===== src/rtl/wbu_if.sv =====
// Write-back unit bus: LSU-side entry handshake plus retirement, register-file
// and CSR write ports. "slave" is the wbu side, "master" is the environment.
interface wbu_if;
  logic        valid_last;
  logic        ready_last;
  logic        R_wen;
  logic        mem_ren;
  logic        jump_flag;
  logic [4:0]  rd;
  logic [31:0] rd_value;
  logic [31:0] LSU_Rdata;
  logic [31:0] Ex_result;
  logic [3:0]  csr_wen;
  logic        commit_valid;
  logic        commit_ready;
  logic        flush;
  logic        rf_wen;
  logic [4:0]  rf_waddr;
  logic [31:0] rf_wdata;
  logic [3:0]  csr_wen_o;
  logic [31:0] csr_wdata;
  logic        jump_commit;
  logic [63:0] instret;

  modport slave (
    input  valid_last, R_wen, mem_ren, jump_flag, rd, rd_value, LSU_Rdata,
           Ex_result, csr_wen, commit_ready, flush,
    output ready_last, commit_valid, rf_wen, rf_waddr, rf_wdata, csr_wen_o,
           csr_wdata, jump_commit, instret
  );

  modport master (
    output valid_last, R_wen, mem_ren, jump_flag, rd, rd_value, LSU_Rdata,
           Ex_result, csr_wen, commit_ready, flush,
    input  ready_last, commit_valid, rf_wen, rf_waddr, rf_wdata, csr_wen_o,
           csr_wdata, jump_commit, instret
  );
endinterface


===== src/rtl/wbu.sv =====
// Write-back unit: 2-entry FIFO between the LSU and retirement. The head entry
// drives the register-file / CSR write ports in the cycle it is dequeued.
// Optional feature: define WBU_INSTRET_EN for a 64-bit retired-entry counter;
// otherwise instret is tied to zero and no counter flops exist.
module wbu (
  input  logic clock,
  input  logic reset,
  wbu_if.slave bus
);
  localparam int unsigned REG_W  = 5;
  localparam int unsigned DATA_W = 32;
  localparam int unsigned CSR_W  = 4;
  localparam int unsigned CNT_W  = 2;
  localparam int unsigned CNT_W_INSTRET = 64;

  typedef struct packed {
    logic              r_wen;
    logic [REG_W-1:0]  rd;
    logic [DATA_W-1:0] wdata;
    logic [CSR_W-1:0]  csr_wen;
    logic [DATA_W-1:0] ex_result;
    logic              jump;
  } entry_t;

  entry_t           mem_q [2];
  logic             head_q;
  logic             tail_q;
  logic [CNT_W-1:0] count_q;
  logic             not_full;
  logic             not_empty;
  logic             enq;
  logic             deq;
  entry_t           head_e;

  // Occupancy-derived handshakes; no path from commit_ready to ready_last.
  assign not_full  = (count_q != CNT_W'(2));
  assign not_empty = (count_q != CNT_W'(0));
  assign enq       = bus.valid_last & not_full & ~bus.flush;
  assign deq       = not_empty & bus.commit_ready & ~bus.flush;
  assign head_e    = mem_q[head_q];

  assign bus.ready_last   = not_full;
  assign bus.commit_valid = not_empty;
  assign bus.rf_wen       = deq & head_e.r_wen & (head_e.rd != REG_W'(0));
  assign bus.rf_waddr     = head_e.rd;
  assign bus.rf_wdata     = head_e.wdata;
  assign bus.csr_wen_o    = deq ? head_e.csr_wen : CSR_W'(0);
  assign bus.csr_wdata    = head_e.ex_result;
  assign bus.jump_commit  = deq & head_e.jump;

  // Pointer/count bookkeeping; flush empties the buffer and rewinds pointers.
  always_ff @(posedge clock or negedge reset) begin
    if (!reset) begin
      head_q  <= 1'b0;
      tail_q  <= 1'b0;
      count_q <= '0;
    end else if (bus.flush) begin
      head_q  <= 1'b0;
      tail_q  <= 1'b0;
      count_q <= '0;
    end else begin
      if (enq) tail_q <= ~tail_q;
      if (deq) head_q <= ~head_q;
      count_q <= count_q + CNT_W'(enq) - CNT_W'(deq);
    end
  end

  // Entry payload capture; load data replaces the ALU result for loads.
  always_ff @(posedge clock) begin
    if (enq) begin
      mem_q[tail_q] <= '{
        r_wen:     bus.R_wen,
        rd:        bus.rd,
        wdata:     bus.mem_ren ? bus.LSU_Rdata : bus.rd_value,
        csr_wen:   bus.csr_wen,
        ex_result: bus.Ex_result,
        jump:      bus.jump_flag
      };
    end
  end

`ifdef WBU_INSTRET_EN
  logic [CNT_W_INSTRET-1:0] instret_q;

  // Retired-entry counter; flushed entries never dequeue so are not counted.
  always_ff @(posedge clock or negedge reset) begin
    if (!reset) begin
      instret_q <= '0;
    end else if (deq) begin
      instret_q <= instret_q + CNT_W_INSTRET'(1);
    end
  end

  assign bus.instret = instret_q;
`else
  assign bus.instret = '0;
`endif
endmodule

===== src/flat_wrapper.sv =====
// flat-port wrapper written by rule: the top's interface ports become plain ports
module wbu_flat 
  (clock, reset, bus_valid_last, bus_R_wen, bus_mem_ren, bus_jump_flag, bus_rd, bus_rd_value, bus_LSU_Rdata, bus_Ex_result, bus_csr_wen, bus_commit_ready, bus_flush, bus_ready_last, bus_commit_valid, bus_rf_wen, bus_rf_waddr, bus_rf_wdata, bus_csr_wen_o, bus_csr_wdata, bus_jump_commit, bus_instret);
  wbu_if bus_i ();
  input  logic clock;
  input  logic reset;
  input wire logic [$bits(bus_i.valid_last)-1:0] bus_valid_last;
  input wire logic [$bits(bus_i.R_wen)-1:0] bus_R_wen;
  input wire logic [$bits(bus_i.mem_ren)-1:0] bus_mem_ren;
  input wire logic [$bits(bus_i.jump_flag)-1:0] bus_jump_flag;
  input wire logic [$bits(bus_i.rd)-1:0] bus_rd;
  input wire logic [$bits(bus_i.rd_value)-1:0] bus_rd_value;
  input wire logic [$bits(bus_i.LSU_Rdata)-1:0] bus_LSU_Rdata;
  input wire logic [$bits(bus_i.Ex_result)-1:0] bus_Ex_result;
  input wire logic [$bits(bus_i.csr_wen)-1:0] bus_csr_wen;
  input wire logic [$bits(bus_i.commit_ready)-1:0] bus_commit_ready;
  input wire logic [$bits(bus_i.flush)-1:0] bus_flush;
  output wire logic [$bits(bus_i.ready_last)-1:0] bus_ready_last;
  output wire logic [$bits(bus_i.commit_valid)-1:0] bus_commit_valid;
  output wire logic [$bits(bus_i.rf_wen)-1:0] bus_rf_wen;
  output wire logic [$bits(bus_i.rf_waddr)-1:0] bus_rf_waddr;
  output wire logic [$bits(bus_i.rf_wdata)-1:0] bus_rf_wdata;
  output wire logic [$bits(bus_i.csr_wen_o)-1:0] bus_csr_wen_o;
  output wire logic [$bits(bus_i.csr_wdata)-1:0] bus_csr_wdata;
  output wire logic [$bits(bus_i.jump_commit)-1:0] bus_jump_commit;
  output wire logic [$bits(bus_i.instret)-1:0] bus_instret;
  assign bus_i.valid_last = bus_valid_last;
  assign bus_i.R_wen = bus_R_wen;
  assign bus_i.mem_ren = bus_mem_ren;
  assign bus_i.jump_flag = bus_jump_flag;
  assign bus_i.rd = bus_rd;
  assign bus_i.rd_value = bus_rd_value;
  assign bus_i.LSU_Rdata = bus_LSU_Rdata;
  assign bus_i.Ex_result = bus_Ex_result;
  assign bus_i.csr_wen = bus_csr_wen;
  assign bus_i.commit_ready = bus_commit_ready;
  assign bus_i.flush = bus_flush;
  assign bus_ready_last = bus_i.ready_last;
  assign bus_commit_valid = bus_i.commit_valid;
  assign bus_rf_wen = bus_i.rf_wen;
  assign bus_rf_waddr = bus_i.rf_waddr;
  assign bus_rf_wdata = bus_i.rf_wdata;
  assign bus_csr_wen_o = bus_i.csr_wen_o;
  assign bus_csr_wdata = bus_i.csr_wdata;
  assign bus_jump_commit = bus_i.jump_commit;
  assign bus_instret = bus_i.instret;
  wbu u_core (.clock(clock), .reset(reset), .bus(bus_i));
endmodule

===== config.mk =====
export PLATFORM = sky130hd
export DESIGN_NAME = wbu_flat
export DESIGN_NICKNAME = d
export VERILOG_FILES = /design/src/rtl/wbu_if.sv /design/src/rtl/wbu.sv /design/src/flat_wrapper.sv
export SDC_FILE = /design/constraint.sdc
export NUM_CORES = 1
export LEC_CHECK = 0
export BUFFER_PORTS_ARGS = -buffer_cell sky130_fd_sc_hd__buf_4
export CORE_ASPECT_RATIO = 1.75
export CORE_MARGIN = 1
export CORE_UTILIZATION = 30
export CTS_BUF_LIST = sky130_fd_sc_hd__clkbuf_16
export CTS_CLUSTER_SIZE = 14
export DETAILED_ROUTE_END_ITERATION = 10
export GPL_TIMING_DRIVEN = 0
export PLACE_DENSITY = 0.59
export SETUP_SLACK_MARGIN = 0.5
export SLEW_MARGIN = 20
export SYNTH_ARGS = -nofsm -noshare
export SYNTH_HDL_FRONTEND = slang
export SYNTH_SLANG_ARGS = --single-unit

===== constraint.sdc =====
create_clock -name clock -period 18.67 [get_ports clock]
set_input_delay 4.6675 -clock clock [delete_from_list [all_inputs] [get_ports clock]]
set_output_delay 4.6675 -clock clock [all_outputs]
set_load 0.005 [all_outputs]

==> results.json, run 1 <==
{
  "status": "finished clean",
  "endpoint_kind": "output pin",
  "tns_ns": 0,
  "clock_latency_ns": 0.43,
  "dieArea_sq_um": 23400,
  "grt.overflow.total": 0,
  "peakVddDrop_v": 0.0000687,
  "track_usage": 0.128,
  "hpwl_microns": 10900,
  "synth_top_cells_by_area": "edfxtp_1 (66%), mux2_4 (12%), buf_4 (7.4%), mux2_2 (7.3%), dfrtp_1 (1.5%)",
  "hold_viol": 0,
  "ys_warn_count": 0,
  "synth_compound_area_frac": 0.00531,
  "die_w_microns": 116,
  "antenna_found_initial": 0,
  "dieHeight_microns": 202,
  "cts_root_buf": "clkbuf_16",
  "first_pass_iters": 4,
  "maxCapViolCount": 0,
  "drt_iter0_drc": 99,
  "fin_crit_ns": 10.25,
  "synth_enable_flop_cells": 150,
  "yosys.area.top_type": "edfxtp_1",
  "post-route-util": 0.430,
  "cts-resized-gates": 0,
  "start_util": 0.307,
  "rr_worst_depth": 8,
  "place_congestion": 0.712,
  "cts_sinks": 154,
  "r2r_slack_ns": 16.16,
  "rows": 72,
  "h-tree-depth": 4,
  "slew_viol_final": 0,
  "synth_ff_type": "edfxtp_1",
  "yosysUniqueCellTypes": 32,
  "critPathLaunch": "bus_flush",
  "startpoint_type": "input port",
  "synthTopCellsByCount": "edfxtp_1 (150), buf_4 (67), mux2_4 (55)",
  "vias_per_cell": 3.98,
  "core_area_sq_um": 22300,
  "synth_most_common_cell": "edfxtp_1",
  "r2r_end": "u_core.mem_q[1][43]$_DFFE_PP_",
  "hold_buffers": 0,
  "antenna_cells": 0,
  "wirelength_microns": 14500,
  "power.density_nw_per_um2": 99.0,
  "numCtsBuffers": 17,
  "synth_seq_area_share": 0.674,
  "critPathArrivalTime_ns": 5.59,
  "hp-class": "register to register",
  "fin_worst_skew_ns": 0.00537,
  "hold_start": "u_core.tail_q$_DFFE_PN0P_",
  "finalSetupViolCount": 0,
  "synth_area_sq_um": 6830,
  "synth.ff_latch_count": 154,
  "holdPathEnd": "u_core.tail_q$_DFFE_PN0P_",
  "num_vias": 3857,
  "required_ns": 14.00,
  "grt_max_degree": 17,
  "synth.avg_cell_area_sq_um": 18.3,
  "ys_async_sr_fraction": 0.0260,
  "avgRoutedWirePerCell_microns": 15.0,
  "synth_top_area_share": 0.660,
  "r2r_start": "u_core.count_q[1]$_DFF_PN0_",
  "critPathKind": "input port to output pin",
  "drcViolationCount": 0,
  "fin_crit_sh": 0.549,
  "crit_fanout": 8,
  "whs_path_depth": 2,
  "muxShareOfSynthArea": 0.206,
  "cts_tree": "yes",
  "area_growth_pct": 40.0,
  "pin_count": 254,
  "ctsLongestPathBuffers": 2,
  "worst_pin_slew_ns": 0.600,
  "grt_pass1_vias": 3973,
  "antenna_left": 0,
  "drive_above_1_share": 0.617,
  "synth_fa_ha_area_frac": 0.00367,
  "synth_xor_xnor_area_share": 0.00385,
  "synth_top_family_by_area": "multiplexers",
  "port_buffers": 188,
  "grt_first_pass_wirelength_microns": 21400,
  "leakagePower_nw": 4.02,
  "syn_inst": 373,
  "slew_headroom": 0.598,
  "nets": 776,
  "path_clk_slew_ns": 0.06,
  "yosys.area_share.simple": 0.0137,
  "rsz0062_at_grt": "false",
  "fmax_ghz": 0.0975,
  "cts_setup_buffers": 0
}
## cell type report
| type | count | area (sq um) |
|---|---|---|
| multi-input cells | 199 | 1840 |
| flip-flops and latches | 154 | 4600 |
| clock buffers | 17 | 425 |
| well taps | 296 | 370 |
| inverters | 5 | 18.8 |
| repair buffers | 206 | 1550 |
| plain buffers | 78 | 616 |
| clock inverters | 15 | 135 |
| fillers | 2030 | 12700 |
## sequential cells by signal, summed over array words and instances, names as in the netlist
name / count
u_core.count_q: 2
u_core.head_q: 1
u_core.mem_q: 150
u_core.tail_q: 1
## logic make-up (layout without fill, tap and decap cells)
group,Yosys count,after routing
xor gates and xnor gates,3,3
other,1,64
DFF,154,154
adders and majority gates,2,2
and+or+nand+nor,18,18
AOI/OAI and AO/OA,5,5
muxes,107,107
buffers and inverters,83,321
## through the flow
| step | cell area (sq um) | hold slack [ns] | total power, mW | cells | worst slack [ns] |
|---|---|---|---|---|---|
| 6_report | 9560 | 0.601 | 0.946 | 970 | 8.42 |
| 5_1_grt | 9560 | 0.634 | 0.990 | 970 | 8.33 |
| 4_1_cts | 9560 | 0.602 | 0.964 | 970 | 8.39 |
| 3_5_place_dp | 9000 | 0.592 | 0.628 | 938 | 8.39 |
| 3_3_place_gp | 8850 | 0.547 | 0.625 | 920 | 4.60 |
| 2_1_floorplan | 7060 | 0.529 | 0.538 | 436 | 7.84 |
## worst max path at each step
stage | to | depth (start not counted)
final | bus_rf_wen | 5
after global routing | bus_rf_wen | 6
after CTS | bus_rf_wen | 5
after detailed placement | bus_rf_wen | 5
after global placement | u_core.mem_q[1][44]$_DFFE_PP_ | 3
after floorplan | u_core.mem_q[1][0]$_DFFE_PP_ | 2
## critical path, cell delays in order
cell,delay [ns]
buf_4,0.15
or2_0,0.21
clkbuf_2,0.17
a211oi_2,0.24
buf_4,0.15
## placed cells by master (no fill, tap or decap), types with 4 or more instances in the layout
master        n
buf_4       271
edfxtp_1    150
conb_1       64
mux2_4       55
mux2_2       44
clkbuf_16    17
buf_6         9
nor2_1        8
inv_1         7
mux2i_1       6
clkinv_2      5
clkinvlp_4    4
dfrtp_1       4
## metal layers
layer / vias up / GRT usage / part of all wire
li1: 1842 / - / -
met2: 172 / 0.240 / 0.57
met4: 0 / 0.0531 / 0.019
met3: 16 / 0.0545 / 0.076
met5: - / 0 / 0
met1: 1827 / 0.117 / 0.34
## report_power, final
part / switching, mW / internal [mW]
logic: 0.0819 / 0.125
clock network: 0.135 / 0.194
registers: 0.00619 / 0.404
Power figures use the tool's default switching activity.
==> run 2, diff against run 1 <==
--- a/config.mk
+++ b/config.mk
@@ -5,6 +5,7 @@
 export SDC_FILE = /design/constraint.sdc
 export NUM_CORES = 1
 export LEC_CHECK = 0
+export ABC_AREA = 1
 export BUFFER_PORTS_ARGS = -buffer_cell sky130_fd_sc_hd__buf_4
 export CORE_ASPECT_RATIO = 1.75
 export CORE_MARGIN = 1
==> constraint.sdc (replaced) <==
create_clock -name clock -period 10.2 [get_ports clock]
set_input_delay 2.55 -clock clock [delete_from_list [all_inputs] [get_ports clock]]
set_output_delay 2.55 -clock clock [all_outputs]
set_load 0.005 [all_outputs]
==> run 2 against run 1 <==
  * Wire length up 2.8%
  * Total power is 73% higher
  * Via count rose by 15%
  * Largest power group unchanged
  * Largest cell class unchanged
  * Sequential share of layout area grew 1.1 points
  * First-iteration DRC count is 19% higher
  * Hold slack worse by 0.021 ns
  * Sequential power up 82%
  * Global-route usage increased by 0.82 points
  * Die area down 2.7%
  * Critical endpoint is now bus_csr_wen_o[2]
==> results.json, run 2 <==
{
  "status": "finished clean",
  "cts_tree": "yes",
  "grt_pass1_vias": 4412,
  "rsz0062_at_grt": "false",
  "drive_above_1_share": 0.411,
  "crit_path_cell_trace": "buf_4, nand2_2, nor2_4, inv_2, a21oi_1, buf_4",
  "required_ns": 7.65,
  "crit_top_cell": "buf_4",
  "r2r_start": "u_core.count_q[1]$_DFF_PN0_",
  "grt_first_pass_wirelength_microns": 22700,
  "synthTopCellsByCount": "nand2_1 (225), edfxtp_1 (150), buf_4 (66)",
  "final_cell_mix": "buf_4 (254), nand2_1 (225), edfxtp_1 (150)",
  "place_congestion": 0.692,
  "clock_latency_ns": 0.42,
  "design_area_sq_um": 9340,
  "swShare": 0.250,
  "critPathKind": "input port to output pin",
  "cts_sinks": 154,
  "synth_top_area_share": 0.678,
  "seq_power_share": 0.458,
  "place_area_sq_um": 8800,
  "antenna_found_initial": 1,
  "area_growth_pct": 40.7,
  "max_stage_delay_ns": 0.16,
  "track_usage": 0.136,
  "h-tree-depth": 4,
  "antenna_cells": 0,
  "synth_fa_ha_area_frac": 0.00377,
  "muxShareOfSynthArea": 0.0543,
  "top_register": "u_core.mem_q",
  "endpoint_kind": "output pin",
  "ys_warn_count": 0,
  "peakVddDrop_v": 0.0000989,
  "p_switching_mw": 0.408,
  "dieHeight_microns": 199,
  "synth_ff_type": "edfxtp_1",
  "p_int_mw": 1.22,
  "fin_worst_skew_ns": 0.00825,
  "finalNonFillerCells": 1122,
  "ys_async_sr_fraction": 0.0260,
  "synth.avg_cell_area_sq_um": 12.3,
  "synth_compound_area_frac": 0.00773,
  "first_pass_iters": 5,
  "startpoint_type": "input port",
  "r2r_end": "u_core.mem_q[0][30]$_DFFE_PP_",
  "fillCellCount": 2086,
  "drcViolationCount": 0,
  "cts-resized-gates": 0,
  "num_vias": 4429,
  "largest_registers": "u_core.mem_q: 150 flops, u_core.count_q: 2 flops",
  "antenna_left": 0,
  "start_util": 0.308,
  "slew_viol_final": 0,
  "critPathLaunch": "bus_commit_ready",
  "nets": 932,
  "cts_setup_buffers": 0,
  "grt.overflow.total": 0,
  "hold_buffers": 0,
  "synth_xor_xnor_area_share": 0.00132,
  "rr_worst_depth": 7,
  "core_area_sq_um": 21600,
  "yosys.area.top_type": "edfxtp_1",
  "largest_register_ffs": 150,
  "crit_fanout": 5,
  "cp_slowest_cell": "a21oi_1",
  "synth_seq_area_share": 0.693,
  "hold_start": "u_core.tail_q$_DFFE_PN0P_",
  "drt_iter0_drc": 118,
  "port_buffers": 188,
  "yosys.area_share.simple": 0.135,
  "die_w_microns": 114,
  "hold_ws_ns": 0.579,
  "synth_enable_flop_cells": 150,
  "dieArea_sq_um": 22800,
  "yosysUniqueCellTypes": 21,
  "pin_count": 254,
  "hold_viol": 0,
  "holdPathEnd": "u_core.tail_q$_DFFE_PN0P_",
  "wirelength_microns": 14900,
  "syn_inst": 541,
  "cts_root_buf": "clkbuf_16",
  "synth_top_family_by_area": "simple AND/OR/NAND/NOR gates",
  "fin_crit_ns": 5.78,
  "grt_max_degree": 25,
  "r2r_slack_ns": 8.09,
  "hp-class": "register to register",
  "leakagePower_nw": 4.22,
  "ctsLongestPathBuffers": 2,
  "fin_crit_sh": 0.567,
  "place_ws_ns": 4.38,
  "tns_ns": 0,
  "power.density_nw_per_um2": 175,
  "fmax_ghz": 0.173,
  "synth.ff_latch_count": 154,
  "avgRoutedWirePerCell_microns": 13.3,
  "numCtsBuffers": 17,
  "dp_cells": 1090,
  "synth_top_cells_by_area": "edfxtp_1 (68%), nand2_1 (13%), buf_4 (7.5%), mux2_2 (5.1%), dfrtp_1 (1.5%)",
  "worst_pin_slew_ns": 0.583,
  "vias_per_cell": 3.95,
  "slew_headroom": 0.610,
  "worst_slack_ns": 4.42,
  "finalSetupViolCount": 0,
  "final_common_cell": "buf_4",
  "whs_path_depth": 1,
  "synth_area_sq_um": 6640,
  "hpwl_microns": 11100,
  "rows": 71,
  "maxCapViolCount": 0,
  "combPwrFrac": 0.192,
  "critPathArrivalTime_ns": 3.23,
  "clkPwrFrac": 0.351,
  "synth_most_common_cell": "nand2_1",
  "path_clk_slew_ns": 0.06
}
## run 2: routing by layer
metal  GRT usage  part of all wire
met5           0           0.00060
met4      0.0688             0.027
met3      0.0408             0.068
met2       0.262              0.56
met1       0.127              0.34
## run 2: worst max path at each step
stage | end | cells after the start
after floorplan | u_core.mem_q[0][0]$_DFFE_PP_ | 4
after global placement | u_core.mem_q[0][27]$_DFFE_PP_ | 4
after detailed placement | bus_csr_wen_o[2] | 6
after CTS | bus_csr_wen_o[2] | 6
after global routing | bus_csr_wen_o[2] | 6
final | bus_csr_wen_o[2] | 6
## run 2: worst max-delay path, delay by kind of cell
family                 cells  cell delay [ns]
AO/OA/AOI/OAI              1             0.16
buffers and inverters      3             0.30
AND/OR/NAND/NOR            2             0.22
## run 2: logic make-up after synthesis
family,Yosys count
xor+xnor,1
mux,32
fa+ha+maj,2
flops,154
other cells,1
simple gates,235
compound gates,10
buf+inv,106
## run 2: power groups by stage
stage | Combinational, mW | Sequential [mW] | Clock (mW)
3_5_place_dp | 0.321 | 0.761 | 0
3_3_place_gp | 0.308 | 0.767 | 0
2_1_floorplan | 0.146 | 0.762 | 0
5_1_grt | 0.351 | 0.750 | 0.613
4_1_cts | 0.323 | 0.748 | 0.589
6_report | 0.313 | 0.748 | 0.572
## run 2: final cells by class
class	count	area (sq um)	area share
plain buffers	84	611	0.0654
clock buffers	17	425	0.0455
clock inverters	15	114	0.0122
inverters	22	82.6	0.00884
multi-input cells	344	1590	0.171
flip-flops and latches	154	4600	0.493
well taps	292	365	0.0391
repair buffers	194	1550	0.166
## run 2: stage by stage
| stage | power (mW) | util |
|---|---|---|
| after floorplan | 0.909 | - |
| after global placement | 1.08 | 0.401 |
| after detailed placement | 1.08 | 0.408 |
| after CTS | 1.66 | 0.433 |
| after global routing | 1.71 | 0.433 |
| final | 1.63 | 0.433 |
